### src/rtl/mem_port_arbiter.sv
// rtl/mem_port_arbiter.sv - round-robin fetch/data arbiter in front of one shared memory
// Purpose: grants the single memory to the instruction-fetch port (read-only)
//   or the data port (load/store), alternating when both request, and runs
//   each transfer as a req/ack handshake with alignment and write-timeout checks.
// Ports:
//   clk, rst                    clock, asynchronous active-high reset
//   if_req/if_addr              fetch request, address held until if_ack
//   if_ack/if_rdata/if_err      fetch completion pulse, word, misalignment flag
//   d_req/d_addr/d_size/d_wdata data request (size 00 rd word, 01/10/11 wr b/h/w)
//   d_ack/d_rdata/d_err         data completion pulse, load word, error flag
//   mem_address/mem_write/mem_wdata/mem_rdata/mem_done  memory side
//   busy                        high whenever a transfer is in progress
module mem_port_arbiter #(
  parameter int WORD_SIZE  = 32,
  parameter int READ_LAT   = 2,
  parameter int WR_TIMEOUT = 16
) (
  input  logic                 clk,
  input  logic                 rst,
  input  logic                 if_req,
  input  logic [WORD_SIZE-1:0] if_addr,
  output logic                 if_ack,
  output logic [WORD_SIZE-1:0] if_rdata,
  output logic                 if_err,
  input  logic                 d_req,
  input  logic [WORD_SIZE-1:0] d_addr,
  input  logic [1:0]           d_size,
  input  logic [WORD_SIZE-1:0] d_wdata,
  output logic                 d_ack,
  output logic [WORD_SIZE-1:0] d_rdata,
  output logic                 d_err,
  output logic [WORD_SIZE-1:0] mem_address,
  output logic [1:0]           mem_write,
  output logic [WORD_SIZE-1:0] mem_wdata,
  input  logic [WORD_SIZE-1:0] mem_rdata,
  input  logic                 mem_done,
  output logic                 busy
);

  localparam int CNT_MAX = (READ_LAT > WR_TIMEOUT) ? READ_LAT : WR_TIMEOUT;
  localparam int CW      = $clog2(CNT_MAX + 1);

  typedef enum logic [1:0] {IDLE, READ, WRITE, ERR} state_t;

  state_t         state, state_nxt;
  logic [CW-1:0]  cnt, cnt_nxt;
  logic           gnt_d, gnt_d_nxt;    // 1: current transfer belongs to the data port
  logic           last_d, last_d_nxt;  // 1: most recent grant went to the data port

  logic [WORD_SIZE-1:0] mem_address_nxt, mem_wdata_nxt, if_rdata_nxt, d_rdata_nxt;
  logic [1:0]           mem_write_nxt;
  logic                 if_ack_nxt, if_err_nxt, d_ack_nxt, d_err_nxt, busy_nxt;

  logic any_req, pick_d, if_mis, d_mis, win_mis, win_wr, cnt_is_one;

  // Data wins when it is the only requester, or when both request and the
  // previous grant was a fetch. last_d resets to 1 so fetch goes first.
  assign any_req    = if_req | d_req;
  assign pick_d     = d_req & (~if_req | ~last_d);
  assign win_mis    = pick_d ? d_mis : if_mis;
  assign win_wr     = pick_d & (d_size != 2'b00);
  assign cnt_is_one = (cnt == CW'(1));

  always_comb begin
    if_mis = (if_addr[1:0] != 2'b00);
    case (d_size)
      2'b01:   d_mis = 1'b0;
      2'b10:   d_mis = d_addr[0];
      default: d_mis = (d_addr[1:0] != 2'b00);
    endcase
  end

  // State register plus the registered outputs.
  always_ff @(posedge clk or posedge rst) begin
    if (rst) begin
      state       <= IDLE;
      cnt         <= '0;
      gnt_d       <= 1'b0;
      last_d      <= 1'b1;
      mem_address <= '0;
      mem_write   <= 2'b00;
      mem_wdata   <= '0;
      if_ack      <= 1'b0;
      if_err      <= 1'b0;
      if_rdata    <= '0;
      d_ack       <= 1'b0;
      d_err       <= 1'b0;
      d_rdata     <= '0;
      busy        <= 1'b0;
    end else begin
      state       <= state_nxt;
      cnt         <= cnt_nxt;
      gnt_d       <= gnt_d_nxt;
      last_d      <= last_d_nxt;
      mem_address <= mem_address_nxt;
      mem_write   <= mem_write_nxt;
      mem_wdata   <= mem_wdata_nxt;
      if_ack      <= if_ack_nxt;
      if_err      <= if_err_nxt;
      if_rdata    <= if_rdata_nxt;
      d_ack       <= d_ack_nxt;
      d_err       <= d_err_nxt;
      d_rdata     <= d_rdata_nxt;
      busy        <= busy_nxt;
    end
  end

  // Next-state logic.
  always_comb begin
    state_nxt = state;
    case (state)
      IDLE: begin
        if (any_req) begin
          if (win_mis)     state_nxt = ERR;
          else if (win_wr) state_nxt = WRITE;
          else             state_nxt = READ;
        end
      end
      READ:    if (cnt_is_one) state_nxt = IDLE;
      WRITE:   if (mem_done || cnt_is_one) state_nxt = IDLE;
      ERR:     state_nxt = IDLE;
      default: state_nxt = IDLE;
    endcase
  end

  // Output logic: next values for every registered output.
  always_comb begin
    cnt_nxt         = cnt;
    gnt_d_nxt       = gnt_d;
    last_d_nxt      = last_d;
    mem_address_nxt = mem_address;
    mem_write_nxt   = mem_write;
    mem_wdata_nxt   = mem_wdata;
    if_ack_nxt      = 1'b0;
    if_err_nxt      = 1'b0;
    if_rdata_nxt    = if_rdata;
    d_ack_nxt       = 1'b0;
    d_err_nxt       = 1'b0;
    d_rdata_nxt     = d_rdata;
    busy_nxt        = (state_nxt != IDLE);
    case (state)
      IDLE: begin
        if (any_req) begin
          gnt_d_nxt  = pick_d;
          last_d_nxt = pick_d;
          // A misaligned request never touches the memory interface.
          if (!win_mis) begin
            mem_address_nxt = pick_d ? d_addr : if_addr;
            if (win_wr) begin
              mem_write_nxt = d_size;
              mem_wdata_nxt = d_wdata;
              cnt_nxt       = CW'(WR_TIMEOUT);
            end else begin
              mem_write_nxt = 2'b00;
              cnt_nxt       = CW'(READ_LAT);
            end
          end
        end
      end
      READ: begin
        if (cnt_is_one) begin
          if (gnt_d) begin
            d_ack_nxt   = 1'b1;
            d_rdata_nxt = mem_rdata;
          end else begin
            if_ack_nxt   = 1'b1;
            if_rdata_nxt = mem_rdata;
          end
        end else begin
          cnt_nxt = cnt - CW'(1);
        end
      end
      WRITE: begin
        // mem_done takes priority over a timeout landing in the same cycle.
        if (mem_done || cnt_is_one) begin
          d_ack_nxt     = 1'b1;
          d_err_nxt     = ~mem_done;
          mem_write_nxt = 2'b00;
        end else begin
          cnt_nxt = cnt - CW'(1);
        end
      end
      ERR: begin
        if (gnt_d) begin
          d_ack_nxt   = 1'b1;
          d_err_nxt   = 1'b1;
          d_rdata_nxt = '0;
        end else begin
          if_ack_nxt   = 1'b1;
          if_err_nxt   = 1'b1;
          if_rdata_nxt = '0;
        end
      end
      default: ;
    endcase
  end

endmodule

### config.mk
export PLATFORM = sky130hd
export DESIGN_NAME = mem_port_arbiter
export DESIGN_NICKNAME = d
export VERILOG_FILES = /design/src/rtl/mem_port_arbiter.sv
export SDC_FILE = /design/constraint.sdc
export NUM_CORES = 1
export LEC_CHECK = 0
export CORE_MARGIN = 5
export CORE_UTILIZATION = 35
export DETAILED_ROUTE_END_ITERATION = 6
export HOLD_SLACK_MARGIN = 0.1
export PLACE_DENSITY = 0.68
export SYNTH_ARGS = -nofsm -noshare
export SYNTH_HDL_FRONTEND = slang
export SYNTH_SLANG_ARGS = --single-unit
### constraint.sdc
create_clock -name clk -period 16.2 [get_ports clk]
set_input_delay 4.86 -clock clk [delete_from_list [all_inputs] [get_ports clk]]
set_output_delay 4.86 -clock clk [all_outputs]
set_load 0.03 [all_outputs]
* Yosys cells after proc, flatten, opt, wreduce, memory -nomap -nowiden
Cells that the tools add are included.
** Word-level totals
- Output and inout port bits :: 135
- Word-level logic and storage cells :: 93
- Flip-flop bits (word level) :: 144
** Operators by class
- Bitwise operators :: 8
- Equality and inequality tests :: 16
- Reductions and logical operators :: 16
- $add $sub $neg :: 1
- Multiplexer cells :: 38
** Operators with widths (number)
- $mux W32 :: 7
- $pmux W32 S2 :: 2
- $mux W5 :: 5
- $ne A2 B2 Y1 const B :: 10
- $mux W2 :: 9
- $reduce_and A4 Y1 :: 4
- $pmux W5 S3 :: 1
- $reduce_bool A2 Y1 :: 6
- $mux W1 :: 8
- $pmux W2 S4 :: 1
- $eq A2 B2 Y1 const B :: 3
- $pmux W1 S2 :: 3
- $eq A5 B1 Y1 const B :: 1
- $reduce_and A5 Y1 :: 1
- $sub A5 B1 Y5 const B :: 1
- $eq A2 B1 Y1 const B :: 2
- $not A1 Y1 :: 4
- $pmux W2 S2 :: 1
- $pmux W1 S3 :: 1
- $reduce_and A3 Y1 :: 1
- $reduce_bool A3 Y1 :: 1
- $and A1 B1 Y1 :: 2
- $logic_not A2 Y1 :: 1
- $or A1 B1 Y1 :: 2
- other kinds (2) :: 2

* Depth between registers and ports, before layout
Gate-level depths: netlist of run 1.
- Word-level depth :: 9
- Mapped depth :: 9
- Mapped depth without buffers :: 7

* Worst setup path after synthesis of run 1
Ideal clock, no wire load.
- Path type :: in2reg
- Start point :: input port if_req
- End point :: register mem_wdata[0]
- Buffers on the path :: 4
- Cell stages on the path :: 9
- Setup slack :: 9825 ps
- Library setup time :: 125 ps
- Arrival :: 6250 ps
- Cell sequence :: buf_4 a21bo_1 buf_6 nor2_8 o211ai_2 or2_1 buf_6 buf_12 mux2_4
** On the way
- Word-level cells in the longest chain between the ends :: 6
- Elaborated cells on any way between the ends :: 8
** RTL lines
- from (decl) :: line 20 : input logic if_req,
- $not A1 Y1 :: line 59 : assign pick_d = d_req & (~if_req | ~last_d);
- $or A1 B1 Y1 :: line 59
- $and A1 B1 Y1 :: line 59
- $mux W1 :: line 60 : assign win_mis = pick_d ? d_mis : if_mis;
- $not A1 Y1 (no source line)
- $reduce_and A4 Y1 (no source line) (*)
- to (signal assigned) :: line 97 : mem_wdata <= mem_wdata_nxt;
- to (decl) :: line 34 : output logic [WORD_SIZE-1:0] mem_wdata,
Every way passes the cells marked *; elsewhere a longest branch is shown, timed or not.
A chain may end at the register's enable or synchronous reset.

* Worst setup path in the final report of run 1
- Start point :: input port if_req
- End point :: register mem_wdata[30]
The elaborated chain is that of the path after synthesis.

==> results of run 1 <==
## kinds of logic (layout without fill, tap and decap cells)
| kind of cell | after synthesis | after routing |
|---|---|---|
| and+or+nand+nor | 192 | 192 |
| DFF | 144 | 144 |
| AOI/OAI and AO/OA | 97 | 97 |
| buffers and inverters | 79 | 354 |
| muxes | 68 | 68 |
| adders and majority gates | 10 | 10 |
## power breakdown
part / internal, mW / total, mW / switching (mW)
clock network: 0.267 / 0.420 / 0.152
registers: 0.540 / 0.642 / 0.102
logic: 0.489 / 1.13 / 0.636
## registers in the layout (all words and copies together), names as in the netlist, 2 cells and up
signal       count
d_rdata         32
if_rdata        32
mem_address     32
mem_wdata       32
cnt              5
mem_write        2
state            2
## routing by layer
metal	global-route usage, %	vias up	part of all wire [%]
met4	5.13	0	2.3
met3	5.36	24	6.4
met5	0	-	0
met1	19.8	2363	42
li1	-	2483	-
met2	27.2	162	49
## through the flow
| stage | cell area [um^2] | util (%) |
|---|---|---|
| after floorplan | 6410 | - |
| final | 9900 | 54.9 |
| after global placement | 9260 | 51.4 |
| after global routing | 9900 | 54.9 |
| after CTS | 9900 | 54.9 |
| after detailed placement | 9260 | 51.4 |
## cells in the mapped netlist (2+ instances only)
| library cell | instances |
|---|---|
| buf_12 | 3 |
| a21o_1 | 2 |
| clkbuf_1 | 17 |
| a31oi_1 | 35 |
| ha_1 | 10 |
| nor2b_1 | 4 |
| inv_1 | 47 |
| buf_2 | 9 |
| nor3_1 | 3 |
| nor2_1 | 35 |
| mux2i_1 | 36 |
| o2bb2ai_1 | 3 |
| a21oi_2 | 2 |
| a21oi_1 | 4 |
| mux2_2 | 2 |
| dfrtp_1 | 143 |
| nand2b_1 | 35 |
| nand2_1 | 108 |
| or2_2 | 2 |
| o21ai_0 | 39 |
| buf_6 | 2 |
| mux2_4 | 30 |
| o311ai_0 | 2 |
## worst min-delay path by stage
| stage | startpoint | endpoint | cells after the start |
|---|---|---|---|
| floorplan | gnt_d | if_err | 1 |
| global placement | if_rdata[18] | if_rdata[18] | 2 |
| detailed placement | if_rdata[24] | if_rdata[24] | 2 |
| CTS | if_rdata[24] | if_rdata[24] | 2 |
| global route | if_rdata[30] | if_rdata[30] | 2 |
| finish | if_rdata[24] | if_rdata[24] | 2 |
## layout make-up
cell class	count	area [um^2]	share of cell area [%]
clock buffer	20	457	4.61
clock inverter	11	178	1.79
inverter	47	181	1.83
multi-input combinational	367	2450	24.7
sequential	144	3600	36.4
tap	229	287	2.89
timing repair buffer	276	2750	27.7
## worst max-delay path: cells and delay by family
kind | cells | cell delay, ns
AOI/OAI and AO/OA | 2 | 0.63
and+or+nand+nor | 2 | 0.90
buffers and inverters | 2 | 0.98
muxes | 1 | 0.41
==> metrics.yaml, run 1 <==
synth-edff-count: 0
synth-seq-cells: 144
grt_first_pass_wirelength_um: 28100
critPathSlowestCell: "or2_2"
vias: 5032
initial_core_util_pct: 35.6
ant_nets: 0
drtIter0Drc: 210
min_period_over_period_pct: 46.7
clkTransAtPathRegs_ns: 0.06
hold_violations: 0
antenna_found_initial: 0
relSlewSlack_pct: 26.4
core_um2: 18000
tns_ns: 0
ys_seq_area_share_pct: 56.2
post_cts_buffers: 0
rsz0062_at_grt: "false"
vias_per_cell: 4.60
ys_top_cells_by_area: "dfrtp_1, mux2_4, nand2_1"
die_y_um: 145
gp_congestion: 0.819
yosys.area.top_type: "dfrtp_1"
post-place-ws_ns: 8.20
final_max_slew_viol_count: 0
cts-hold-fix-buffers: 0
holdWs_ns: 0.475
wire_per_inst_um: 15.9
drc: 0
diodes: 0
placed_cells: 1063
fin_crit_ns: 7.56
num_rows: 49
synthFlopType: "dfrtp_1"
skew_ns: 0.0102
synth-compound-area-share_pct: 9.39
crit_fanout: 32
reg2reg_to: "mem_wdata[30]"
routed_wl_um: 17400
status: "finished clean"
power_mw: 2.19
first_pass_iters: 4
hpwl_um: 12700
r2r-start: "last_d"
p_leak_nw: 4.43
cts_root_buf: "clkbuf_16"
synthToLayoutAreaGrowth_pct: 54.4
grt_pass1_vias: 5157
ioPinCount: 270
final_common_cell: "clkdlybuf4s50_1"
path_cells: "clkdlybuf4s50_1 > a21bo_1 > buf_4 > nor2_8 > o211ai_2 > or2_2 > mux2_2"
cts_buffer_depth: 2
maxCapViolations: 0
die_w_um: 145
ys_types: 40
drive_above_1_share_pct: 9.36
yosys_warnings: 0
setup_viol: 0
synth_mux_area_share_pct: 13.0
path_class: "input port to flip-flop"
critPathRequiredTime_ns: 16.49
synthAdderAreaFrac_pct: 1.95
synth_top_area_share_pct: 55.8
synth_cells: 590
async_flop_share_pct: 100
cp-endpoint: "mem_wdata[30]"
p_per_area_nw_per_um2: 221
fin_nets: 998
cts.sinks: 144
synth-simple-area-share_pct: 13.6
synth_area_um2: 6410
arrival_ns: 7.85
cp-startpoint: "if_req"
ir_drop_mv: 0.167
crit_path_end_kind: "flip-flop"
htree_levels: 4
synth-xor-area-share_pct: 0
post-route-worst-setup-slack_ns: 8.64
syn_avg_cell_area_um2: 10.9
min_path_type: "flip-flop to flip-flop"
cts_tree: "yes"
cts_buffers: 17
synth_top_family_by_area: "simple AND/OR/NAND/NOR gates"
overflow: 0
mostFrequentLayoutCells: "clkdlybuf4s50_1, dfrtp_1, nand2_1, inv_1, o21ai_0"
max_stage_delay_ns: 0.85
dieArea_um2: 21100
stdcell_count: 1094
grt_usage_pct: 16.2
worst_setup_path_start_kind: "input port"
ff2ff_path_depth: 6
fmax_mhz: 132
worst_pin_slew_ns: 1.10
fillerInstances: 1587
io_buffers: 269
synth_nets: 735
clk_latency_ns: 0.41
grt_max_degree: 83
cts_resized: 0
r2r_setup_slack_ns: 13.18
No activity file was read; power rests on OpenSTA's default activity.
==> run 2: changes to the inputs <==
==> constraint.sdc (replaced) <==
create_clock -name clk -period 7.2 [get_ports clk]
set_input_delay 2.16 -clock clk [delete_from_list [all_inputs] [get_ports clk]]
set_output_delay 2.16 -clock clk [all_outputs]
set_load 0.03 [all_outputs]
==> run 2 against run 1 <==
Non-clock buffer count did not move. Power rose by 120%. Hold slack improved by 0.00092 ns. Combinational power rose by 120%. Clock skew fell by 0.00061 ns. Cell count barely moved. Count of clock-buffer cells in the layout did not move. Via count fell by 0.36%. First-iteration DRC count fell by 25%. Worst setup slack got worse by 6.3 ns. Core utilization barely moved. Sequential share of layout area barely moved. Largest cell class unchanged. Highest routed layer unchanged.
==> metrics.yaml, run 2 (synthesized netlist as in run 1, its figures left out) <==
p_leak_nw: 4.41  # -0.36%
fin_crit_ns: 4.88
fmax_mhz: 205
cp-startpoint: "if_req"
path_cells: "clkdlybuf4s50_1 > a21bo_1 > buf_4 > nor2_8 > o211ai_2 > or2_2 > mux2_2"
hold_start: "if_rdata[29]"
cts_tree: "yes"
path_class: "input port to flip-flop"
initial_core_util_pct: 35.6  # unchanged
ioPinCount: 270  # unchanged
critPathSlowestCell: "or2_2"
final_common_cell: "clkdlybuf4s50_1"
grt_pass1_vias: 5103  # -1.0%
ir_drop_mv: 0.273  # +63%
cts-hold-fix-buffers: 0  # unchanged
diodes: 0  # unchanged
arrival_ns: 5.17  # -2.68 ns
cts_buffers: 17  # unchanged
post_cts_buffers: 0  # unchanged
die_w_um: 145  # unchanged
first_pass_iters: 4  # unchanged
cts_root_buf: "clkbuf_16"
place_area_um2: 9260  # unchanged
io_buffers: 269  # unchanged
fin_nets: 998  # unchanged
core_um2: 18000  # unchanged
wire_per_inst_um: 16.0  # +0.39%
worst_pin_slew_ns: 1.09  # -0.00884 ns
crit_fanout: 32  # unchanged
status: "finished clean"
fin_area_um2: 9900  # about the same
htree_levels: 4  # unchanged
relSlewSlack_pct: 27.0  # +0.59 points
min_period_over_period_pct: 67.8
drtIter0Drc: 157  # -25%
setup_viol: 0  # unchanged
grt_first_pass_wirelength_um: 28100  # -0.12%
r2r-start: "last_d"
die_y_um: 145  # unchanged
grt_max_degree: 95  # +14%
num_rows: 49  # unchanged
clk_latency_ns: 0.41  # about the same
final_core_util_pct: 54.9  # about the same
max_stage_delay_ns: 0.85  # about the same
critPathRequiredTime_ns: 7.49  # -9.00 ns
cts_buffer_depth: 2  # unchanged
rsz0062_at_grt: "false"
grt_usage_pct: 16.4  # +0.20 points
skew_ns: 0.00955  # -0.000610 ns
cts_resized: 0  # unchanged
antenna_found_initial: 0  # unchanged
vias: 5014  # -0.36%
drive_above_1_share_pct: 9.47  # +0.10 points
vias_per_cell: 4.58  # -0.45%
crit_path_end_kind: "flip-flop"
mostFrequentLayoutCells: "clkdlybuf4s50_1, dfrtp_1, nand2_1, inv_1, o21ai_0"
gp_congestion: 0.808  # -1.3%
worst_setup_path_start_kind: "input port"
synthToLayoutAreaGrowth_pct: 54.4  # about the same
tns_ns: 0  # unchanged
min_path_type: "flip-flop to flip-flop"
power_mw: 4.92  # +120%
ant_nets: 0  # unchanged
clkTransAtPathRegs_ns: 0.06  # about the same
hpwl_um: 13000  # +1.8%
hold_violations: 0  # unchanged
routed_wl_um: 17500  # +0.48%
p_per_area_nw_per_um2: 497  # +120%
drc: 0  # unchanged
overflow: 0  # unchanged
final_max_slew_viol_count: 0  # unchanged
maxCapViolations: 0  # unchanged
cts.sinks: 144  # unchanged
dieArea_um2: 21100  # unchanged
run 2: changes by cell type in the layout (fill, tap and decap cells not counted), sizes merged:
cell	before	now
clkinvlp	0	5
clkinv	4	1
inv	50	49
run 2: final timing paths:
kind	endpoint	slack, ns	cells after the start
max in group asynchronous	mem_address[11]	3.72	3
setup / recovery	mem_wdata[30]	2.32	7
min in group asynchronous	d_rdata[21]	2.30	2
hold / removal	if_rdata[29]	0.48	2
setup reg to reg	mem_wdata[30]	4.20	6
hold reg to reg	if_rdata[29]	0.48	2
run 2: metrics by stage:
step	instances	hold WS, ns	worst slack [ns]
2_1_floorplan	590	0.482	1.18
3_3_place_gp	1063	0.459	1.91
3_5_place_dp	1063	0.469	1.86
4_1_cts	1095	0.483	2.30
5_1_grt	1095	0.503	2.17
6_report	1095	0.476	2.32
run 2: layout make-up:
cell class	instances	area (um^2)
multi-input combinational	367	2450
timing repair buffer	276	2750
sequential	144	3600
fill	1553	8120
clock buffer	20	457
inverter	47	181
clock inverter	12	180
tap	229	287
run 2: per-layer routing:
layer	global-route usage [%]	part of all wire (%)	up-vias
met4	6.02	2.5	0
met2	27.2	49	160
met3	4.92	5.9	29
met5	0	0	-
li1	-	-	2480
met1	20.3	43	2345
run 2: critical path, delay by kind of cell:
kind	cells	cell delay [ns]
AND/OR/NAND/NOR	2	0.89
buffers and inverters	2	1.02
AO/OA/AOI/OAI	2	0.63
multiplexers	1	0.42
run 2: power breakdown:
part | switching, mW | internal [mW] | total [mW]
clock network | 0.340 | 0.600 | 0.941
logic | 1.43 | 1.10 | 2.53
registers | 0.235 | 1.21 | 1.45
total | 2.01 | 2.92 | 4.92
==> run 3: changes to the inputs <==
==> constraint.sdc (replaced) <==
create_clock -name clk -period 4.9 [get_ports clk]
set_input_delay 1.47 -clock clk [delete_from_list [all_inputs] [get_ports clk]]
set_output_delay 1.47 -clock clk [all_outputs]
set_load 0.03 [all_outputs]
==> run 3 against run 2 <==
Hold slack gained 0.0016 ns. Routed wire length up 0.44%. Cell count stayed put. Power grew 47%. Worst setup slack worse by 1.1 ns. Combinational power grew 48%. Cell area grew 0.10%. Critical endpoint is now mem_wdata[31]. Largest cell class unchanged.
==> metrics.yaml, run 3 (synthesized netlist as in run 1, its figures left out) <==
ff2ff_path_depth: 5  # -1
path_cells: "clkdlybuf4s50_1 > inv_1 > ha_1 > nor2b_1 > o211ai_2 > or2_2 > mux2_2"
final_common_cell: "clkdlybuf4s50_1"
hpwl_um: 12800  # -1.5%
path_class: "input port to flip-flop"
vias: 4963  # -1.0%
die_y_um: 145  # unchanged
htree_levels: 4  # unchanged
max_stage_delay_ns: 0.86  # about the same
reg2reg_to: "mem_wdata[31]"
cts_resized: 0  # unchanged
num_rows: 49  # unchanged
rsz0062_at_grt: "false"
r2r_setup_slack_ns: 2.26  # -1.94 ns
critPathSlowestCell: "or2_2"
status: "finished clean"
cts_tree: "yes"
antenna_found_initial: 0  # unchanged
diodes: 0  # unchanged
final_max_slew_viol_count: 0  # unchanged
crit_buf_inv: 2  # unchanged
fin_crit_ns: 3.65
fmax_mhz: 274
arrival_ns: 3.94  # -1.23 ns
mostFrequentLayoutCells: "clkdlybuf4s50_1, dfrtp_1, nand2_1, inv_1, o21ai_0"
fillerInstances: 1638  # +5.5%
routed_wl_um: 17600  # +0.44%
die_w_um: 145  # unchanged
grt_pass1_vias: 4996  # -2.1%
place_area_um2: 9300  # +0.34%
skew_ns: 0.00920  # -0.000352 ns
grt_first_pass_wirelength_um: 27800  # -0.76%
gp_congestion: 0.756  # -6.4%
cts-hold-fix-buffers: 0  # unchanged
clk_latency_ns: 0.41  # about the same
post_cts_buffers: 0  # unchanged
p_per_area_nw_per_um2: 728  # +46%
ant_nets: 0  # unchanged
r2r-start: "state[0]"
drive_above_1_share_pct: 9.58  # +0.12 points
tns_ns: 0  # unchanged
critPathRequiredTime_ns: 5.19  # -2.30 ns
cts_buffer_depth: 2  # unchanged
overflow: 0  # unchanged
cp-endpoint: "mem_wdata[31]"
core_um2: 18000  # unchanged
io_buffers: 269  # unchanged
cts_root_buf: "clkbuf_16"
fin_nets: 999  # +0.10%
min_period_over_period_pct: 74.6
power_mw: 7.21  # +47%
grt_usage_pct: 16.2  # -0.17 points
fin_area_um2: 9910  # +0.10%
crit_fanout: 32  # unchanged
relSlewSlack_pct: 27.1  # about the same
cts.sinks: 144  # unchanged
worst_pin_slew_ns: 1.09  # -0.000354 ns
hold_violations: 0  # unchanged
cp-startpoint: "d_size[0]"
holdPathStages: 2  # unchanged
ir_drop_mv: 0.405  # +48%
vias_per_cell: 4.53  # -1.0%
clkTransAtPathRegs_ns: 0.06  # about the same
synthToLayoutAreaGrowth_pct: 54.6
maxCapViolations: 0  # unchanged
drc: 0  # unchanged
dieArea_um2: 21100  # unchanged
cts_buffers: 17  # unchanged
worst_setup_path_start_kind: "input port"
grt_max_degree: 65  # -32%
wire_per_inst_um: 16.1  # +0.44%
min_path_type: "flip-flop to flip-flop"
path_depth: 7  # unchanged
setup_viol: 0  # unchanged
crit_path_end_kind: "flip-flop"
initial_core_util_pct: 35.6  # unchanged
crit_family: "simple AND/OR/NAND/NOR gates"
ioPinCount: 270  # unchanged
p_leak_nw: 4.43  # +0.30%
first_pass_iters: 4  # unchanged
final_core_util_pct: 55.0  # +0.055 points
drtIter0Drc: 227  # +45%
## run 3: cell count changes in the layout (fill, tap and decap cells not counted), sizes merged
cell / delta
clkinv: +6
clkbuf: -3
clkinvlp: -2
inv: -2
buf: +1
## run 3: through the flow
stage                     setup WS [ns]  hold slack [ns]  std cells
after detailed placement          0.822            0.469       1064
final                              1.25            0.477       1095
after global routing               1.12            0.498       1095
after floorplan                    1.63            0.482        590
after CTS                          1.27            0.482       1095
after global placement            0.857            0.462       1064
## run 3: power by group
part / switching, mW / internal, mW / total [mW]
logic: 2.11 / 1.62 / 3.74
clock network: 0.501 / 0.849 / 1.35
registers: 0.342 / 1.79 / 2.13
## run 3: worst reg2reg max path, cell delays in order, from the launching register on
cell and delay (ns):
dfrtp_1 0.54, inv_1 0.14, ha_1 0.27, o21ai_0 0.22
or2_2 0.92, mux2_2 0.45
## run 3: worst min path at each step
stage	startpoint	to	slack [ns]
after floorplan	gnt_d	if_err	0.48
after global placement	if_rdata[21]	if_rdata[21]	0.46
after detailed placement	if_rdata[4]	if_rdata[4]	0.47
after CTS	if_rdata[20]	if_rdata[20]	0.48
after global routing	if_rdata[15]	if_rdata[15]	0.50
final	if_rdata[4]	if_rdata[4]	0.48
## run 3: cell type report
cell class | count | area (um^2) | area share (%)
clock buffers | 17 | 425 | 4.29
clock inverters | 14 | 190 | 1.92
inverters | 47 | 180 | 1.82
multi-input cells | 367 | 2450 | 24.7
flip-flops and latches | 144 | 3600 | 36.4
well taps | 229 | 287 | 2.89
repair buffers | 277 | 2780 | 28.0
## run 3: routing by layer
metal	share of wire [%]	vias up	track usage, %
met5	0	-	0
met4	2.2	0	5.83
met3	6.4	21	5.26
met2	48	155	26.2
met1	43	2314	20.5
li1	-	2473	-
